[src/rtl/ds18b20_poll_scheduler.sv]
// Periodic measurement sequencer in front of the DS18B20 driver: issues GET_TEMP,
// tracks the READY handshake with timeouts and retries, and publishes alarms.
`timescale 1ns/1ps

module ds18b20_poll_scheduler #(
   parameter int unsigned PERIOD_CYCLES = 50000000,
   parameter int unsigned ACK_TIMEOUT   = 1000,
   parameter int unsigned DONE_TIMEOUT  = 60000000,
   parameter int unsigned MAX_RETRIES   = 3
) (
   input  logic        DS18B20_CLK,
   input  logic        DS18B20_RESET,
   input  logic        SCHED_ENABLE,
   input  logic        SCHED_SINGLE,
   input  logic [7:0]  SCHED_T_HIGH,
   input  logic [7:0]  SCHED_T_LOW,
   input  logic        DRV_READY,
   input  logic        DRV_ERROR,
   input  logic [11:0] DRV_TEMPERATURE,
   output logic        DRV_GET_TEMP,
   output logic [11:0] SCHED_TEMPERATURE,
   output logic        SCHED_VALID,
   output logic        SCHED_ALARM_HIGH,
   output logic        SCHED_ALARM_LOW,
   output logic        SCHED_FAULT,
   output logic        SCHED_BUSY,
   output logic [15:0] SCHED_SAMPLE_COUNT
);

   localparam logic [2:0] ST_IDLE        = 3'd0;
   localparam logic [2:0] ST_REQ         = 3'd1;
   localparam logic [2:0] ST_WAIT_ACK    = 3'd2;
   localparam logic [2:0] ST_WAIT_DONE   = 3'd3;
   localparam logic [2:0] ST_CHECK       = 3'd4;
   localparam logic [2:0] ST_CAPTURE     = 3'd5;
   localparam logic [2:0] ST_FAIL        = 3'd6;
   localparam logic [2:0] ST_WAIT_PERIOD = 3'd7;

   localparam int unsigned TMO_MAX = (ACK_TIMEOUT > DONE_TIMEOUT) ? ACK_TIMEOUT : DONE_TIMEOUT;
   localparam int unsigned TIMER_W = $clog2(PERIOD_CYCLES + 1);
   localparam int unsigned TMO_W   = $clog2(TMO_MAX + 1);
   localparam int unsigned RETRY_W = $clog2(MAX_RETRIES + 1);

   localparam logic [TIMER_W-1:0] PERIOD_LAST = TIMER_W'(PERIOD_CYCLES - 1);
   // The REQ clock plus the FAIL clock close the ACK window, so FAIL is
   // reached exactly ACK_TIMEOUT clocks after the request pulse.
   localparam logic [TMO_W-1:0]   ACK_LAST    = TMO_W'(ACK_TIMEOUT - 2);
   localparam logic [TMO_W-1:0]   DONE_LAST   = TMO_W'(DONE_TIMEOUT - 1);
   localparam logic [RETRY_W-1:0] RETRY_LIMIT = RETRY_W'(MAX_RETRIES);

   logic [2:0]         state_q, state_d;
   logic [TIMER_W-1:0] timer_q;
   logic [TMO_W-1:0]   tmo_q;
   logic [RETRY_W-1:0] retry_q;
   logic [RETRY_W-1:0] retry_inc;
   logic               single_q;
   logic               new_period;

   logic signed [7:0]  temp_int;
   logic signed [7:0]  t_high;
   logic signed [7:0]  t_low;

   assign retry_inc = retry_q + 1'b1;
   assign temp_int  = DRV_TEMPERATURE[11:4];
   assign t_high    = SCHED_T_HIGH;
   assign t_low     = SCHED_T_LOW;

   // A fresh sample (not a retry) restarts the period measurement.
   assign new_period = (state_q == ST_IDLE || state_q == ST_WAIT_PERIOD) && (state_d == ST_REQ);

   always_comb begin
      // NOTE: next state defaults to the current one so every path assigns it and no latch is inferred.
      state_d = state_q;
      case (state_q)
         ST_IDLE:        if (SCHED_ENABLE || SCHED_SINGLE) state_d = ST_REQ;
         ST_REQ:         state_d = ST_WAIT_ACK;
         ST_WAIT_ACK: begin
            if (!DRV_READY)            state_d = ST_WAIT_DONE;
            else if (tmo_q >= ACK_LAST) state_d = ST_FAIL;
         end
         ST_WAIT_DONE: begin
            if (DRV_READY)              state_d = ST_CHECK;
            else if (tmo_q >= DONE_LAST) state_d = ST_FAIL;
         end
         ST_CHECK:       state_d = DRV_ERROR ? ST_FAIL : ST_CAPTURE;
         ST_CAPTURE:     state_d = ST_WAIT_PERIOD;
         ST_FAIL:        state_d = (retry_inc < RETRY_LIMIT) ? ST_REQ : ST_WAIT_PERIOD;
         ST_WAIT_PERIOD: begin
            if (single_q || !SCHED_ENABLE) state_d = ST_IDLE;
            else if (timer_q >= PERIOD_LAST) state_d = ST_REQ;
         end
         default:        state_d = ST_IDLE;
      endcase
   end

   // NOTE: all state is updated with non-blocking assignments so every register samples pre-edge values.
   always_ff @(posedge DS18B20_CLK or posedge DS18B20_RESET) begin
      if (DS18B20_RESET) begin
         state_q            <= ST_IDLE;
         timer_q            <= '0;
         tmo_q              <= '0;
         retry_q            <= '0;
         single_q           <= 1'b0;
         DRV_GET_TEMP       <= 1'b0;
         SCHED_TEMPERATURE  <= '0;
         SCHED_VALID        <= 1'b0;
         SCHED_ALARM_HIGH   <= 1'b0;
         SCHED_ALARM_LOW    <= 1'b0;
         SCHED_FAULT        <= 1'b0;
         SCHED_BUSY         <= 1'b0;
         SCHED_SAMPLE_COUNT <= '0;
      end else begin
         state_q      <= state_d;
         // Outputs decode the next state so they are registered yet aligned with it.
         DRV_GET_TEMP <= (state_d == ST_REQ);
         SCHED_VALID  <= (state_d == ST_CAPTURE);
         SCHED_BUSY   <= !(state_d == ST_IDLE || state_d == ST_WAIT_PERIOD);

         if (state_d != state_q)  tmo_q <= '0;
         else if (tmo_q != '1)    tmo_q <= tmo_q + 1'b1;

         if (new_period)                  timer_q <= '0;
         else if (timer_q != PERIOD_LAST) timer_q <= timer_q + 1'b1;

         if (state_q == ST_IDLE && state_d == ST_REQ)
            single_q <= SCHED_SINGLE && !SCHED_ENABLE;

         if (state_d == ST_CAPTURE) begin
            SCHED_TEMPERATURE  <= DRV_TEMPERATURE;
            SCHED_ALARM_HIGH   <= (temp_int >= t_high);
            SCHED_ALARM_LOW    <= (temp_int <= t_low);
            SCHED_SAMPLE_COUNT <= SCHED_SAMPLE_COUNT + 16'd1;
            retry_q            <= '0;
            SCHED_FAULT        <= 1'b0;
         end

         if (state_q == ST_FAIL) begin
            if (retry_inc < RETRY_LIMIT) begin
               retry_q <= retry_inc;
            end else begin
               retry_q     <= '0;
               SCHED_FAULT <= 1'b1;
            end
         end

         if (state_q == ST_WAIT_PERIOD && state_d == ST_IDLE)
            SCHED_FAULT <= 1'b0;
      end
   end

endmodule
[config.mk]
export PLATFORM = sky130hd
export DESIGN_NAME = ds18b20_poll_scheduler
export DESIGN_NICKNAME = d
export VERILOG_FILES = /design/src/rtl/ds18b20_poll_scheduler.sv
export SDC_FILE = /design/constraint.sdc
export NUM_CORES = 1
export LEC_CHECK = 0
export CAP_MARGIN = 0
export CORE_MARGIN = 2
export CORE_UTILIZATION = 50
export CTS_CLUSTER_SIZE = 25
export DETAILED_ROUTE_END_ITERATION = 12
export DONT_BUFFER_PORTS = 1
export PLACE_DENSITY_LB_ADDON = 0.25
export SYNTH_ARGS = -nofsm -noshare
export SYNTH_HDL_FRONTEND = slang
export SYNTH_SLANG_ARGS = --single-unit
export TNS_END_PERCENT = 10
[constraint.sdc]
create_clock -name DS18B20_CLK -period 2.8 [get_ports DS18B20_CLK]
set_input_delay 0.28 -clock DS18B20_CLK [delete_from_list [all_inputs] [get_ports DS18B20_CLK]]
set_output_delay 0.28 -clock DS18B20_CLK [all_outputs]
set_load 0.05 [all_outputs]
=== Word level (Yosys, flattened, before mapping) ===
Index checks and enable logic that the tools add are counted.

* Add/subtract/negate cells: 4
* Order comparisons: 6
* Equality and inequality tests: 13
* Muxes and demuxes: 21
* Reductions and logical operators: 15

{| class="wikitable"
|+ Operator list
! kind !! count
|-
| 26-bit 2-to-1 mux || 4
|-
| 26-bit by 1-bit adder with 26-bit output (second input constant) || 2
|-
| 26-bit >= comparator (second input constant) || 2
|-
| 26-bit != test (second input constant) || 2
|-
| 26-bit by 10-bit >= comparator with 1-bit output (second input constant) || 1
|-
| 3-bit 2-to-1 mux || 8
|-
| 3-bit one-hot mux with 8 select lines || 1
|-
| 3-bit equality test (second input constant) || 6
|-
| 16-bit by 1-bit adder with 16-bit output (second input constant) || 1
|-
| 8-bit >= comparator || 1
|-
| 8-bit <= comparator || 1
|-
| 2-bit 2-to-1 mux || 4
|-
| 3-bit by 1-bit equality test with 1-bit output (second input constant) || 2
|-
| 3-bit by 2-bit equality test with 1-bit output (second input constant) || 2
|-
| 3-bit zero test || 2
|-
| 2-bit nonzero test || 3
|-
| 1-bit logical AND || 4
|-
| 1-bit logical OR || 4
|-
| 1-bit 2-to-1 mux || 4
|-
| 3-bit != test || 1
|-
| 2-bit by 1-bit adder with 2-bit output (second input constant) || 1
|-
| 1-bit zero test || 2
|-
| 2-bit < comparator (second input constant) || 1
|}

* Register bits after elaboration: 92
* Output and inout port bits: 34
* Logic and storage cells: 72

=== Logic depth before layout (Yosys ltp) ===
Gate-level depths: netlist of the first run.

* Depth in word-level cells: 9
* Gate-level depth with buffers: 9
* Depth with buffers taken out: 8

=== Least setup slack after synthesis of the first run ===
OpenSTA, ideal clock, no wires.

* Path kind: register -> register
* Start: reg tmo_q[14]
* End: reg timer_q[0]
* Setup time: 0.119 ns
* Data arrival time: 1.960 ns
* Required time: 2.681 ns
* Setup slack: 0.721 ns
* Stages on the path, launching flop included: 8
* Path buffers: 1
* Clock period less this slack: 2.079 ns
* Path through: dfrtp_1 -> nor4_1 -> o21ai_1 -> o311a_1 -> o41a_1 -> a21oi_4 -> buf_6 -> nor2_1

* Cells in the longest elaborated chain, start to end: 7
* Elaborated cells between the ends (all ways): 11

{| class="wikitable"
|+ RTL lines
! what !! line !! source
|-
| from (decl) || 53 || <nowiki>logic [TMO_W-1:0] tmo_q;</nowiki>
|-
| from (signal assigned) || 120 || <nowiki>else if (tmo_q != '1) tmo_q <= tmo_q + 1'b1;</nowiki>
|-
| 26-bit >= comparator / 26-bit by 10-bit >= comparator with 1-bit output (equally long branches) || 83, 79 ||
|-
| 3-bit 2-to-1 mux (on tied branches) || 83, 79 ||
|-
| 3-bit 2-to-1 mux (on tied branches) || 82, 78 ||
|-
| 3-bit one-hot mux with 8 select lines (*) || 74 || <nowiki>case (state_q)</nowiki>
|-
| 3-bit by 1-bit equality test with 1-bit output (*) || 69 || <nowiki>assign new_period = (state_q == ST_IDLE || state_q == ST_WAIT_PERIOD) && (state_d == ST_REQ);</nowiki>
|-
| 1-bit logical AND (*) || 69 ||
|-
| 26-bit 2-to-1 mux / 2-bit nonzero test (equally long branches) || - ||
|-
| to (signal assigned) || 123 || <nowiki>else if (timer_q != PERIOD_LAST) timer_q <= timer_q + 1'b1;</nowiki>
|-
| to (decl) || 52 || <nowiki>logic [TIMER_W-1:0] timer_q;</nowiki>
|}

Mark *: on every way between the ends. The rest lies on a longest branch, timed or not.
A chain may end at the register's enable or synchronous reset.

=== Worst setup path in the final report of the first run ===
* Start: reg tmo_q[14]
* End: reg timer_q[6]

Same word-level chain as after synthesis.

==> results of run 1 <==
## registers in the layout, indices dropped and copies added, names as in the netlist
register,count
timer_q,26
tmo_q,26
SCHED_SAMPLE_COUNT,16
SCHED_TEMPERATURE,12
state_q,3
retry_q,2
DRV_GET_TEMP,1
SCHED_ALARM_HIGH,1
SCHED_ALARM_LOW,1
SCHED_BUSY,1
SCHED_FAULT,1
SCHED_VALID,1
single_q,1
## cells in the final DEF, fill, tap and decap left out, types with 3 or more instances in the layout
cell / Yosys / final
and3_1: 14 / 14
and4_1: 6 / 6
nand3_1: 29 / 29
nand2b_1: 3 / 3
o21a_1: 3 / 3
xor2_1: 21 / 21
clkbuf_8: 0 / 12
nor4_1: 9 / 9
ha_1: 20 / 20
inv_1: 28 / 27
mux2_2: 14 / 14
o21ai_0: 6 / 6
o21bai_1: 3 / 3
buf_4: 0 / 8
nand2_1: 31 / 31
and2_1: 5 / 5
a31oi_1: 6 / 6
nor2b_1: 4 / 4
xnor2_1: 36 / 36
nor2_1: 81 / 81
a21oi_1: 11 / 11
a211oi_1: 10 / 10
or2_2: 3 / 3
nor3b_1: 3 / 3
nor3_1: 15 / 15
dfrtp_1: 92 / 92
a21o_1: 4 / 4
nand4_1: 17 / 17
## worst min path at each step
stage                             end  cells past startpoint  slack [ns]                from
2_1_floorplan                single_q                      1        0.37        SCHED_ENABLE
3_3_place_gp   SCHED_SAMPLE_COUNT[15]                      1        0.30       DS18B20_RESET
3_5_place_dp               timer_q[5]                      1        0.30       DS18B20_RESET
4_1_cts          SCHED_TEMPERATURE[9]                      1        0.04  DRV_TEMPERATURE[9]
5_1_grt          SCHED_TEMPERATURE[9]                      1        0.03  DRV_TEMPERATURE[9]
6_report         SCHED_TEMPERATURE[9]                      1        0.06  DRV_TEMPERATURE[9]
## power by group through the flow
| stage | Combinational [mW] | Clock, mW | Sequential (mW) |
|---|---|---|---|
| after detailed placement | 1.03 | 0 | 2.45 |
| after global placement | 0.987 | 0 | 2.44 |
| after floorplan | 0.882 | 0 | 2.35 |
| after CTS | 1.04 | 0.977 | 2.42 |
| final | 1.04 | 0.945 | 2.42 |
| after global routing | 1.16 | 1.03 | 2.47 |
## routing by layer
metal	wire length (um)	vias up	share of wire	global-route usage
met4	120	0	0.011	0.06757
met2	5276	70	0.50	0.3407
met3	449	14	0.043	0.06140
met5	0	-	0	0
met1	4629	1833	0.44	0.2469
li1	-	1818	-	-
## layout make-up
class | count | area [um2]
clock buffers | 13 | 168.9
fillers | 864 | 4310
repair buffers | 11 | 100.1
multi-input cells | 383 | 2531
inverters | 28 | 106.4
well taps | 133 | 166.4
flip-flops and latches | 92 | 2302
clock inverters | 3 | 43.79
## worst max-delay path: stages, from the launching register on
cell and delay [ns]:
dfrtp_1 0.45, nor4_1 0.54, o21ai_1 0.14, o311a_1 0.16, o41a_1 0.53, a21oi_4 0.15, buf_4 0.29, nor3_1 0.10
## synth_stat cells, types with 6 or more instances
cell type / number / area (um2)
xnor2_1: 36 / 315.3
a211oi_1: 10 / 75.07
nand4_1: 17 / 106.4
nand2_1: 31 / 116.4
clkbuf_1: 7 / 26.28
mux2_2: 14 / 157.7
and4_1: 6 / 52.55
a21oi_1: 11 / 55.05
nor4_1: 9 / 56.30
nand3_1: 29 / 145.1
nor2_1: 81 / 304.0
dfrtp_1: 92 / 2302
and3_1: 14 / 87.58
o21ai_0: 6 / 30.03
a31oi_1: 6 / 37.54
ha_1: 20 / 250.2
inv_1: 28 / 105.1
xor2_1: 21 / 183.9
nor3_1: 15 / 75.07
## cell families after synthesis
kind of cell,after synthesis,synth area share
simple gates,230,0.2300
flops,92,0.4594
compound gates,60,0.08839
xor+xnor,57,0.09963
buf+inv,41,0.03720
fa+ha+maj,20,0.04994
mux,16,0.03546
==> metrics.txt, run 1 <==
status completed; Worst setup SP type register; Power Dens Cells 813.1 nW/um2; FFs w/ async S/R, synth 1.000; Tot GR Track Use 0.2019; hold-fix buffers at CTS 2; Initial DRC Count 198; CP Class reg2reg; initial antenna violation count 0; minimum clock period 2.466 ns; post-CTS sizing 0; Setup Fix Bufs, Post-CTS 0; Initial Utilization 0.5150; Clk pwr share 0.215; Net Sw Frac 0.4176; WP data arrival 2.71 ns; number of flops mapped to enable cells by yosys 0; RR Endpoint timer_q[6]; Netlist Area Pre-Place 5011 um2; flop-to-flop setup slack 0.33 ns; vias in the first global route 3,767; Synth Instances 516; Comb pwr share 0.236; largest net degree at the start of global routing 53; crit path capture type register; Post-DP Area 5186 um2; # rows 36; TNS Setup 0 ns; maximum clock frequency 405.4 MHz; CTS tree yes; Post-Route WL 10.48 mm; synthesized net count 570; core area 9729 um2; Critical Path RT 3.05 ns; Post-synth top flop dfrtp_1; # port buffers 0; leakage 2.387 nW; register area share after synthesis 0.4594; pre-CTS WS 0.4124 ns; VDD IR-drop max 579.9 uV; worst setup path start tmo_q[14]; YS warnings 0; actual slew at the worst max-slew pin 0.7465 ns; final slew viol count 0; first-pass GRT wire length 17.82 mm; # clock sinks 92; layout cells sized above 1 0.09057; Die W 104.1 um; grt total ovfl 0; Skew-Pair Late Insertion Delay 0.37 ns; reg2reg start tmo_q[14]; Via Count 3,735; DIE AREA 10,840 um2; DRT Pass-1 Iters 4; RSZ-0062 raised after global routing no; maximum root-to-sink buffer count 2; hpwl dp 7.432 mm; power consumption 4.406 mW; switching pwr 1.840 mW; Reg power frac 0.549; critical path endpoint timer_q[6]; final hold slack 0.06214 ns; Ports 68; final setup margin 0.3336 ns; max-capacitance violation count 0; Hold WC Path Type in2reg; clk slew on worst S/H paths 0.09 ns; n_diodes 0; CP Max Fanout 26; NumNets Final 579; Final Cycle Share 0.8809; final setup violation count 0; Core Util, Final 0.5570; Die Span Y 104.1 um; number of remaining DRC errors 0; WL per Instance 15.80 um; Rel. slew slack 0.5017; Synth-to-Final Area Change 8.140%; total CTS buffers 9; CTS Root Cell clkbuf_8; R2R depth 7; Yosys cell types 53; clock skew 0.01578 ns; synthesized flop and latch total 92; Synth Area per Inst 9.711 um2; Layout Cells excl Fill 663; routed vias/inst 5.633; Internal 2.566 mW; Routed Antenna Nets 0; Finished Cell Area 5419 um2; Cells after DPL 645; RePlAce Congestion 0.8495; Fin. Hold Viols 0; H-Tree Depth 3
Power figures use the tool's default switching activity.
==> run 2, diff against run 1 <==
--- a/config.mk
+++ b/config.mk
@@ -8,7 +8,7 @@
 export CAP_MARGIN = 0
 export CORE_MARGIN = 2
 export CORE_UTILIZATION = 50
-export CTS_CLUSTER_SIZE = 25
+export CTS_CLUSTER_SIZE = 12
 export DETAILED_ROUTE_END_ITERATION = 12
 export DONT_BUFFER_PORTS = 1
 export PLACE_DENSITY_LB_ADDON = 0.25
==> results of run 2 <==
No change in the layout: final DEF, timing and power equal those of run 1.
